File: config.mk
export PLATFORM = sky130hd
export DESIGN_NAME = ej32_fetch_q_flat
export DESIGN_NICKNAME = d
export VERILOG_FILES = /design/src/rtl/ej32_fetch_q_pkg.sv /design/src/rtl/ej32_fetch_q_if.sv /design/src/rtl/ej32_fetch_q_ring.sv /design/src/rtl/ej32_fetch_q.sv /design/src/flat_wrapper.sv
export SDC_FILE = /design/constraint.sdc
export NUM_CORES = 1
export LEC_CHECK = 0
export ABC_AREA = 1
export CORE_MARGIN = 2
export CORE_UTILIZATION = 69
export DETAILED_ROUTE_END_ITERATION = 7
export DONT_BUFFER_PORTS = 1
export PLACE_DENSITY = 0.89
export SYNTH_ARGS = -nofsm -noshare
export SYNTH_HDL_FRONTEND = slang
export SYNTH_SLANG_ARGS = --single-unit
File: constraint.sdc
create_clock -name clk -period 5 [get_ports clk]
set_clock_uncertainty 0.1 [all_clocks]
set_input_delay 0.75 -clock clk [delete_from_list [all_inputs] [get_ports clk]]
set_output_delay 0.75 -clock clk [all_outputs]
set_load 0.05 [all_outputs]
File: src/rtl/ej32_fetch_q_pkg.sv
// Shared types and defaults for the eJ32 instruction prefetch queue.
// Imported by the ring storage and the fetch-queue top level.
package ej32_fetch_q_pkg;

    localparam int FQ_DEPTH = 8;
    localparam int FQ_WIN   = 4;

    typedef logic [$clog2(FQ_DEPTH)-1:0] fq_ptr_t;

    typedef enum logic {
        FQ_FLUSH = 1'b0,
        FQ_RUN   = 1'b1
    } fq_state_e;

    function automatic int fq_min(input int a, input int b);
        return (a < b) ? a : b;
    endfunction

endpackage

File: src/rtl/ej32_fetch_q_if.sv
// Shared 8-bit memory bus seen by the prefetch queue: request/address out,
// grant and one-cycle-late read data back.
interface ej32_fetch_q_if #(
    parameter int ASZ = 17
) ();

    logic           mem_req;
    logic [ASZ-1:0] mem_a;
    logic           mem_gnt;
    logic [7:0]     mem_d;

    modport master (
        output mem_req,
        output mem_a,
        input  mem_gnt,
        input  mem_d
    );

    modport slave (
        input  mem_req,
        input  mem_a,
        output mem_gnt,
        output mem_d
    );

endinterface

File: src/rtl/ej32_fetch_q_ring.sv
// DEPTH x 8 ring buffer: single-byte push, multi-byte pop and a WIN-byte
// read window starting at the head; bytes beyond the occupancy read as zero.
module ej32_fq_ring
    import ej32_fetch_q_pkg::*;
#(
    parameter int DEPTH = FQ_DEPTH,
    parameter int WIN   = FQ_WIN
) (
    input  logic                       clk,
    input  logic                       rst,
    input  logic                       i_flush,
    input  logic                       i_wr_en,
    input  logic [7:0]                 i_wr_d,
    input  logic [$clog2(WIN+1)-1:0]   i_pop_n,
    output logic [$clog2(DEPTH+1)-1:0] o_cnt,
    output logic [8*WIN-1:0]           o_win
);

    localparam int PW = $clog2(DEPTH);
    localparam int CW = $clog2(DEPTH + 1);

    logic [7:0]    r_mem [DEPTH];
    logic [PW-1:0] r_rd;
    logic [PW-1:0] r_wr;
    logic [CW-1:0] r_cnt;

    // Storage has no reset: stale bytes are masked by the occupancy count.
    always_ff @(posedge clk) begin
        if (i_wr_en) begin
            r_mem[r_wr] <= i_wr_d;
        end
    end

    always_ff @(posedge clk) begin
        if (rst || i_flush) begin
            r_rd  <= '0;
            r_wr  <= '0;
            r_cnt <= '0;
        end else begin
            if (i_wr_en) begin
                r_wr <= r_wr + PW'(1'b1);
            end
            r_rd  <= r_rd + PW'(i_pop_n);
            r_cnt <= r_cnt + CW'(i_wr_en) - CW'(i_pop_n);
        end
    end

    always_comb begin
        o_win = '0;
        for (int i = 0; i < WIN; i++) begin
            if (CW'(i) < r_cnt) begin
                o_win[8*i +: 8] = r_mem[r_rd + PW'(i)];
            end else begin
                o_win[8*i +: 8] = 8'h00;
            end
        end
    end

    assign o_cnt = r_cnt;

endmodule

File: src/rtl/ej32_fetch_q.sv
// eJ32 instruction prefetch queue: streams opcode bytes from the shared bus
// into a ring and presents a WIN-byte window to the decoder. Define
// EJ32_FQ_BYPASS_EN to forward a byte returning into an empty queue straight
// to window byte 0 in its return cycle.
module ej32_fetch_q
    import ej32_fetch_q_pkg::*;
#(
    parameter int unsigned COLD  = 32'd0,
    parameter int          ASZ   = 17,
    parameter int          DEPTH = FQ_DEPTH,
    parameter int          WIN   = FQ_WIN
) (
    input  logic                       clk,
    input  logic                       rst,
    input  logic                       i_br_psel,
    input  logic [ASZ-1:0]             i_br_p,
    input  logic [$clog2(WIN+1)-1:0]   i_pop_n,
    output logic [8*WIN-1:0]           o_win,
    output logic [$clog2(DEPTH+1)-1:0] o_cnt,
    output logic [ASZ-1:0]             o_p,
    ej32_fetch_q_if.master             bus
);

    localparam int CW = $clog2(DEPTH + 1);
    localparam int NW = $clog2(WIN + 1);
    localparam logic [CW:0] DEPTH_W = (CW+1)'(DEPTH);

    fq_state_e      r_state;
    fq_state_e      w_state_nxt;
    logic [ASZ-1:0] r_fa;
    logic [ASZ-1:0] r_p;
    logic           r_infl;

    logic           w_run;
    logic           w_req;
    logic           w_grant;
    logic           w_byp;
    logic           w_consume_byp;
    logic           w_wr_en;
    logic [CW-1:0]  w_ring_cnt;
    logic [CW-1:0]  w_cnt;
    logic [NW-1:0]  w_pop;
    logic [NW-1:0]  w_ring_pop;
    logic [8*WIN-1:0] w_ring_win;
    logic [8*WIN-1:0] w_win;

    always_ff @(posedge clk) begin
        if (rst) begin
            r_state <= FQ_FLUSH;
        end else begin
            r_state <= w_state_nxt;
        end
    end

    always_comb begin
        w_state_nxt = FQ_FLUSH;
        case (r_state)
            FQ_FLUSH: w_state_nxt = i_br_psel ? FQ_FLUSH : FQ_RUN;
            FQ_RUN:   w_state_nxt = i_br_psel ? FQ_FLUSH : FQ_RUN;
            default:  w_state_nxt = FQ_FLUSH;
        endcase
    end

    // Counting the in-flight byte against capacity keeps the ring from overflowing.
    always_comb begin
        w_run = 1'b0;
        w_req = 1'b0;
        case (r_state)
            FQ_RUN: begin
                w_run = 1'b1;
                w_req = ({1'b0, w_ring_cnt} + {{CW{1'b0}}, r_infl}) < DEPTH_W;
            end
            FQ_FLUSH: begin
                w_run = 1'b0;
                w_req = 1'b0;
            end
            default: begin
                w_run = 1'b0;
                w_req = 1'b0;
            end
        endcase
    end

    assign w_grant = w_req && bus.mem_gnt;

`ifdef EJ32_FQ_BYPASS_EN
    assign w_byp = r_infl && (w_ring_cnt == '0);
`else
    assign w_byp = 1'b0;
`endif

    // A forwarded byte that is popped in its return cycle never enters the ring.
    always_comb begin
        w_cnt = w_ring_cnt + CW'(w_byp);
        if (w_run) begin
            w_pop = NW'(fq_min(int'(i_pop_n), int'(w_cnt)));
        end else begin
            w_pop = '0;
        end
        w_consume_byp = w_byp && (w_pop != '0);
        if (w_consume_byp) begin
            w_ring_pop = '0;
        end else begin
            w_ring_pop = w_pop;
        end
        w_wr_en = r_infl && !i_br_psel && !w_consume_byp;
        w_win   = w_ring_win;
        if (w_byp) begin
            w_win[7:0] = bus.mem_d;
        end else begin
            w_win[7:0] = w_ring_win[7:0];
        end
    end

    // Clearing r_infl on a branch discards the return that lands next cycle.
    always_ff @(posedge clk) begin
        if (rst) begin
            r_fa   <= ASZ'(COLD);
            r_p    <= ASZ'(COLD);
            r_infl <= 1'b0;
        end else if (i_br_psel) begin
            r_fa   <= i_br_p;
            r_p    <= i_br_p;
            r_infl <= 1'b0;
        end else begin
            if (w_grant) begin
                r_fa <= r_fa + ASZ'(1'b1);
            end
            r_infl <= w_grant;
            r_p    <= r_p + ASZ'(w_pop);
        end
    end

    ej32_fq_ring #(
        .DEPTH (DEPTH),
        .WIN   (WIN)
    ) u_ring (
        .clk     (clk),
        .rst     (rst),
        .i_flush (i_br_psel),
        .i_wr_en (w_wr_en),
        .i_wr_d  (bus.mem_d),
        .i_pop_n (w_ring_pop),
        .o_cnt   (w_ring_cnt),
        .o_win   (w_ring_win)
    );

    assign bus.mem_req = w_req;
    assign bus.mem_a   = r_fa;
    assign o_win       = w_win;
    assign o_cnt       = w_cnt;
    assign o_p         = r_p;

endmodule
File: src/flat_wrapper.sv
// flat-port wrapper written by rule: the top's interface ports become plain ports
module ej32_fetch_q_flat import ej32_fetch_q_pkg::*;
#(
    parameter int unsigned COLD  = 32'd0,
    parameter int          ASZ   = 17,
    parameter int          DEPTH = FQ_DEPTH,
    parameter int          WIN   = FQ_WIN
)
  (clk, rst, i_br_psel, i_br_p, i_pop_n, o_win, o_cnt, o_p, bus_mem_req, bus_mem_a, bus_mem_gnt, bus_mem_d);
  ej32_fetch_q_if #(.ASZ(ASZ)) bus_i ();
  input  logic clk;
  input  logic rst;
  input  logic i_br_psel;
  input  logic [ASZ-1:0] i_br_p;
  input  logic [$clog2(WIN+1)-1:0] i_pop_n;
  output logic [8*WIN-1:0] o_win;
  output logic [$clog2(DEPTH+1)-1:0] o_cnt;
  output logic [ASZ-1:0] o_p;
  output wire logic [$bits(bus_i.mem_req)-1:0] bus_mem_req;
  output wire logic [$bits(bus_i.mem_a)-1:0] bus_mem_a;
  input wire logic [$bits(bus_i.mem_gnt)-1:0] bus_mem_gnt;
  input wire logic [$bits(bus_i.mem_d)-1:0] bus_mem_d;
  assign bus_mem_req = bus_i.mem_req;
  assign bus_mem_a = bus_i.mem_a;
  assign bus_i.mem_gnt = bus_mem_gnt;
  assign bus_i.mem_d = bus_mem_d;
  ej32_fetch_q #(.COLD(COLD), .ASZ(ASZ), .DEPTH(DEPTH), .WIN(WIN)) u_core (.clk(clk), .rst(rst), .i_br_psel(i_br_psel), .i_br_p(i_br_p), .i_pop_n(i_pop_n), .o_win(o_win), .o_cnt(o_cnt), .o_p(o_p), .bus(bus_i));
endmodule
==> run summary, run 1 <==
* outcome: finished, final reports clean
* Area Growth Syn to Fin: 5.47%
* # H-tree levels: 3
* hold buffer count at cts: 0
* chain of cells forming the critical path: inv_1, buf_4, ha_1, buf_4, inv_1, o21ai_0, a21oi_1, o21a_1
* count of cells resized by post-cts repair: 0
* number of synthesized flops with an enable pin: 64
* number of synthesized register bits: 110
* compound-cell area share of the yosys netlist: 14.2%
* total count of max-transition violations in the final report: 0
* Crit-path slowest cell: sky130_fd_sc_hd__inv_1
* sort of element at the start of the critical path: register
* largest incremental delay on the critical path: 0.70 ns
* share of final-layout standard cells stronger than drive strength 1: 8.93%
* number of global-route vias before repair: 5805
* # DRC: 0
* diodes inserted: 0
* number of violations reported at the end of detailed-routing iteration 0: 525
* type of destination of the critical path: output port
* Data arrival, critical path: 3.24 ns
* clock tree root driver cell: sky130_fd_sc_hd__clkbuf_8
* Placer Congestion: 0.945
* pin count of the biggest net entering global routing: 67
* Die ar.: 0.0103 mm2
* post-layout minimum cycle time: 4.09 ns
* setup repair after global routing missed its margin: no
* count of unique library cells instantiated by Yosys: 39
* Post-CTS Setup Inserts: 0
* CTS clock-pin slew for the worst setup and hold paths: 0.11 ns
* number of maximum-capacitance constraint violations: 0
* Vias/cell: 6.28
* starting density of the core: 71.1%
* setup TNS after final layout: 0 ns
* peak ir drop on the vdd network: 0.202 mV
* synthesized net count: 887
* cell count after synthesis: 836
* multiplexer area fraction after synthesis: 2.60%
* Antenna Nets Post-Route: 0
* die boundary height: 101 um
* GRT Total Usage: 35.5%
* Clock Latency Late Sink: 0.36 ns
* commonest non-fill, non-tap cell in the layout: sky130_fd_sc_hd__nand2_1
* global route overflow: 0
* total count of hold-check failures in the final report: 0
* classification of the worst-slack hold path: input port to register
* ys flop type: sky130_fd_sc_hd__edfxtp_1
* standard cell core area: 0.00920 mm2
* CTS Buf Count: 9
* Synth Area in XOR/XNOR: 2.18%
* final wirelength: 17700 um
* clock sink total: 110
* number of top-level design ports: 103
* Cell Area, Synth: 0.00654 mm2
* largest fanout on the critical path: 48
* global-route wire length before repair: 28200 um
* pin slew with the least headroom to its limit: 1.20 ns
* total of buffers placed on input and output ports: 0
* portion of the post-synthesis area used by sequential elements: 43.5%
* net total in the final layout: 897
* Required @ worst endpoint: 4.15 ns
* power after layout: 2.19 mW
* DR pass1 iterations: 5
* TritonCTS clock tree: built
* synthesized-area fraction occupied by adder cells: 3.98%
* pwr/cell area: 317 mW/mm2
* combinational family with the most area after synthesis: simple AND/OR/NAND/NOR gates
* share of async-settable or async-resettable flops after synthesis: 0%
* Leak: 2.74 nW
* Yosys Warn Count: 0
* routed vias: 6040
* critical path class: register to output port
* Detail Placement HPWL: 13000 um
* width of the chip: 101 um
* worst setup slack for register-to-register paths: 1.20 ns
* Avg Synthesized Cell Area: 7.82 um2
* count of endpoints failing setup in the final report: 0
* antenna violations before repair: 0
* upper clock frequency limit: 0.244 GHz
* simple-gate share of the synthesized area: 25.9%
* routed len/inst: 18.4 um
* ratio of final minimum period to clock period: 81.9%
* maximum number of buffers from clock root to sink: 2
* Relative slew margins: 20.5%
* leading cell types in the layout, fill and taps excluded: sky130_fd_sc_hd__nand2_1, sky130_fd_sc_hd__inv_1, sky130_fd_sc_hd__o21ai_0, sky130_fd_sc_hd__edfxtp_1, sky130_fd_sc_hd__nor2_1
* count of standard-cell rows: 35
[through the flow]
stage	instances	setup WS [ns]	instance area, um2	util [%]	hold WS, ns
final	962	0.906	6900	75.0	0.333
after global routing	962	0.672	6900	75.0	0.318
after CTS	962	1.00	6900	75.0	0.322
after detailed placement	946	1.26	6710	73.0	0.425
after global placement	946	1.47	6710	73.0	0.372
after floorplan	836	1.69	6540	-	0.359
[synthesized netlist by cell type (all sizes together) (10+ instances only)]
| library cell | count | area [um2] |
|---|---|---|
| o22ai | 10 | 62.6 |
| ha | 16 | 200 |
| inv | 88 | 330 |
| or2 | 13 | 81.3 |
| o21ai | 70 | 350 |
| buf | 22 | 146 |
| a41oi | 10 | 87.6 |
| mux2i | 17 | 170 |
| edfxtp | 64 | 1920 |
| dfxtp | 46 | 921 |
| nand2 | 267 | 1010 |
| a21oi | 48 | 244 |
| o211ai | 15 | 113 |
| nand3 | 40 | 213 |
| nor2 | 60 | 275 |
[critical path: cells and delay by family (launching register included)]
family                   cells  cell delay, ns
adder cells (fa/ha/maj)      1            0.31
AO/OA/AOI/OAI                3            0.86
buffers and inverters        4            1.36
flip-flops                   1            0.33
[path summary, 6_finish.rpt]
path	from	to	cells past startpoint
worst min register to register	u_core.u_ring.r_wr[0]$_SDFFE_PP0P_	u_core.u_ring.r_wr[0]$_SDFFE_PP0P_	1
worst min-delay path	rst	u_core.bus.mem_a[10]$_SDFFE_PP0P_	1
worst max register to register	u_core.u_ring.o_cnt[1]$_SDFF_PP0_	u_core.o_p[12]$_SDFF_PP0_	21
worst max-delay path	u_core.u_ring.r_rd[0]$_SDFF_PP0_	o_win[12]	8
[cell families (layout without fill, tap and decap cells)]
group / after synthesis / in the layout
DFF: 110 / 110
and+or+nand+nor: 399 / 399
adders and majority gates: 19 / 19
xor gates and xnor gates: 12 / 12
muxes: 17 / 17
AOI/OAI and AO/OA: 163 / 163
buffers and inverters: 116 / 131
[metal layers]
metal  vias up  track usage (%)  wire [um]  part of all wire [%]
li1       2814                -          -                     -
met5         -                0          0                     0
met3        75             7.04       1950                    11
met2       398             61.6       8710                    49
met4         0             17.7        765                   4.3
met1      2753             42.1       6300                    36
[where the power goes]
group / leakage [nW] / internal, mW / total (mW) / switching (mW)
clock: 0.0905 / 0.192 / 0.510 / 0.319
sequential: 0.954 / 0.980 / 1.09 / 0.111
combinational: 1.69 / 0.148 / 0.586 / 0.437
total: 2.74 / 1.32 / 2.19 / 0.867
[registers in the layout, summed over array words and instances, names as in the netlist]
| name | cells |
|---|---|
| u_core.r_state | 1 |
| u_core.o_p | 17 |
| u_core.bus.mem_a | 17 |
| u_core.u_ring.r_wr | 3 |
| u_core.u_ring.o_cnt | 4 |
| u_core.u_ring.r_mem | 64 |
| u_core.u_ring.r_rd | 3 |
| u_core.r_infl | 1 |
[final cells by class]
type / count / area [um2]
Sequential cell: 110 / 2840
Clock inverter: 6 / 56.3
Multi-Input combinational cell: 610 / 3200
Clock buffer: 10 / 128
Tap cell: 111 / 139
Timing Repair Buffer: 27 / 203
Fill cell: 678 / 2300
Inverter: 88 / 330
(Power assumes the default switching activity.)
==> inputs of run 2 (changes only) <==
CORE_UTILIZATION = 64   (was 69)
PLACE_DENSITY = 0.84   (was 0.89)
clock period = 3.9 ns   (was 5 ns; I/O delays follow)
==> run 2 against run 1 <==
Net effect:
- worst setup slack lost 0.53 ns
- power grew 33%
- sequential power grew 27%
- clock power grew 44%
- sequential share of layout area shrank 0.73 points
- die area grew 7.5%
- final cell count grew 3.2%
- count of clock-buffer cells in the layout is the same
- global-route usage shrank 3.8 points
==> run summary, run 2 (synthesis gave the netlist of run 1 again) <==
* total count of max-transition violations in the final report: 0
* global route overflow: 0
* number of violations reported at the end of detailed-routing iteration 0: 631
* final cell utilization of the core: 71.2%
* GRT Total Usage: 31.7%
* CTS clock-pin slew for the worst setup and hold paths: 0.11 ns
* post-layout minimum cycle time: 3.53 ns
* Layout Cell Area excl Fill: 0.00702 mm2
* pin count of the biggest net entering global routing: 66
* clock tree root driver cell: sky130_fd_sc_hd__clkbuf_8
* count of cells resized by post-cts repair: 0
* register containing the most flip-flops in the final layout: u_core.u_ring.r_mem
* commonest non-fill, non-tap cell in the layout: sky130_fd_sc_hd__nand2_1
* startpoint of the most critical register-to-register path: u_core.u_ring.o_cnt[3]$_SDFF_PP0_
* net total in the final layout: 906
* largest fanout on the critical path: 32
* routed len/inst: 17.2 um
* Clock Latency Late Sink: 0.37 ns
* Required @ worst endpoint: 3.21 ns
* Post-CTS Setup Inserts: 0
* setup repair after global routing missed its margin: no
* power after layout: 2.91 mW
* Data arrival, critical path: 2.84 ns
* standard cell core area: 0.00986 mm2
* Area Growth Syn to Fin: 7.38%
* Reg-to-Reg End: u_core.o_p[12]$_SDFF_PP0_
* starting density of the core: 66.3%
* worst setup slack for register-to-register paths: 0.55 ns
* Antenna Nets Post-Route: 0
* number of maximum-capacitance constraint violations: 0
* layer carrying the most global-route usage: met2
* TritonCTS clock tree: built
* CTS Buf Count: 9
* upper clock frequency limit: 0.284 GHz
* pin slew with the least headroom to its limit: 1.18 ns
* sort of element at the start of the critical path: register
* setup TNS after final layout: 0 ns
* Crit-path slowest cell: sky130_fd_sc_hd__inv_1
* type of destination of the critical path: output port
* total of buffers placed on input and output ports: 0
* Vias/cell: 5.99
* critical path class: register to output port
* leading cell types in the layout, fill and taps excluded: sky130_fd_sc_hd__nand2_1, sky130_fd_sc_hd__inv_1, sky130_fd_sc_hd__o21ai_0, sky130_fd_sc_hd__edfxtp_1, sky130_fd_sc_hd__nor2_1
* DR pass1 iterations: 8
* hold buffer count at cts: 0
* routed vias: 5944
* maximum number of buffers from clock root to sink: 2
* Die ar.: 0.0110 mm2
* classification of the worst-slack hold path: input port to register
* count of standard-cell rows: 36
* most used cell, CP: sky130_fd_sc_hd__inv_1
* Hold Crit Depth: 1
* final wirelength: 17100 um
* peak ir drop on the vdd network: 0.207 mV
* count of filler cells inserted in the layout: 765
* combined flip-flop and latch cell area: 0.00284 mm2
* number of top-level design ports: 103
* outcome: finished, final reports clean
* width of the chip: 105 um
* Detail Placement HPWL: 12400 um
* Multi-input gate area: 0.00320 mm2
* # H-tree levels: 3
* share of final-layout standard cells stronger than drive strength 1: 10.0%
* diodes inserted: 0
* Leak: 2.80 nW
* global-route wire length before repair: 27500 um
* cell count of the worst reg-to-reg path: 17
* largest incremental delay on the critical path: 0.70 ns
* hold path start: rst
* Global Route met2 Usage: 54.8%
* Worst Hold Endpoint: u_core.bus.mem_a[10]$_SDFFE_PP0P_
* # DRC: 0
* number of flip-flops in the largest register: 64
* antenna violations before repair: 0
* chain of cells forming the critical path: inv_1, ha_1, inv_1, o21ai_0, a21oi_1, o21a_1
* total count of hold-check failures in the final report: 0
* clock sink total: 110
* number of global-route vias before repair: 5723
* Placer Congestion: 0.909
* pwr/cell area: 414 mW/mm2
* met1 GRT Util: 36.8%
* placed inst area: 0.00681 mm2
* Relative slew margins: 21.0%
* count of endpoints failing setup in the final report: 0
* hold slack: 0.159 ns
* count of buffering cells on the critical path with inverters included: 2
* met3 track demand over resource in global routing: 8.48%
* die boundary height: 105 um
* largest delay contributor family on the critical path: compound AO/OA/AOI/OAI gates
* ratio of final minimum period to clock period: 90.4%
[run 2: changes by cell type in the layout (fill, tap and decap cells not counted), sizes merged]
| cell | before | now |
|---|---|---|
| clkinvlp | 1 | 0 |
| clkinv | 3 | 2 |
| bufinv | 0 | 1 |
| buf | 27 | 36 |
| inv | 90 | 91 |
[run 2: worst max-delay path by stage]
stage,to,cells past startpoint,start
after floorplan,u_core.o_p[12]$_SDFF_PP0_,21,u_core.u_ring.o_cnt[2]$_SDFF_PP0_
after global placement,u_core.o_p[12]$_SDFF_PP0_,20,i_pop_n[2]
after detailed placement,u_core.o_p[12]$_SDFF_PP0_,20,i_pop_n[2]
after CTS,o_win[15],6,u_core.u_ring.r_rd[1]$_SDFF_PP0_
after global routing,o_win[10],6,u_core.u_ring.r_rd[1]$_SDFF_PP0_
final,o_win[10],6,u_core.u_ring.r_rd[1]$_SDFF_PP0_
[run 2: layout make-up]
| type | count | share of cell area [%] |
|---|---|---|
| timing repair buffer | 36 | 3.85 |
| tap | 133 | 2.37 |
| clock inverter | 6 | 1.09 |
| multi-input combinational | 610 | 45.5 |
| clock buffer | 10 | 1.96 |
| sequential | 110 | 40.5 |
| inverter | 88 | 4.70 |
[run 2: stage by stage]
step	setup WS, ns	std cells
floorplan	0.588	836
global placement	0.644	977
detailed placement	0.502	977
CTS	0.488	993
global route	0.189	993
finish	0.374	993
[run 2: where the power goes]
part	leakage [nW]	internal (mW)	total (mW)	switching, mW
Sequential	0.954	1.26	1.38	0.128
Combinational	1.74	0.211	0.791	0.580
Clock	0.109	0.326	0.735	0.409
[run 2: metal layers]
layer  vias to the layer above  wire length [um]
met2                       353              8410
met3                        46              1940
met5                         -                 0
li1                       2823                 -
met1                      2722              6230
met4                         0               544
[run 2: worst register-to-register path, stage by stage (launching register included)]
cell and delay (ns):
sky130_fd_sc_hd__dfxtp_1 0.76, sky130_fd_sc_hd__inv_1 0.20, sky130_fd_sc_hd__nand2_1 0.12, sky130_fd_sc_hd__nand2_1 0.11
sky130_fd_sc_hd__a21oi_1 0.32, sky130_fd_sc_hd__ha_1 0.23, sky130_fd_sc_hd__inv_1 0.06, sky130_fd_sc_hd__fa_1 0.35
sky130_fd_sc_hd__inv_1 0.08, sky130_fd_sc_hd__nand2_1 0.06, sky130_fd_sc_hd__nand2_1 0.14, sky130_fd_sc_hd__nand2_1 0.12
sky130_fd_sc_hd__nor2_4 0.15, sky130_fd_sc_hd__nand4_1 0.12, sky130_fd_sc_hd__nor2_1 0.13, sky130_fd_sc_hd__nand2_1 0.06
sky130_fd_sc_hd__nand2_1 0.09, sky130_fd_sc_hd__nand2_1 0.05
==> inputs of run 3 (changes only) <==
SETUP_SLACK_MARGIN = 0.1   (was unset)
==> results of run 3 <==
The final DEF is identical to that of run 2; final timing and power are the same.
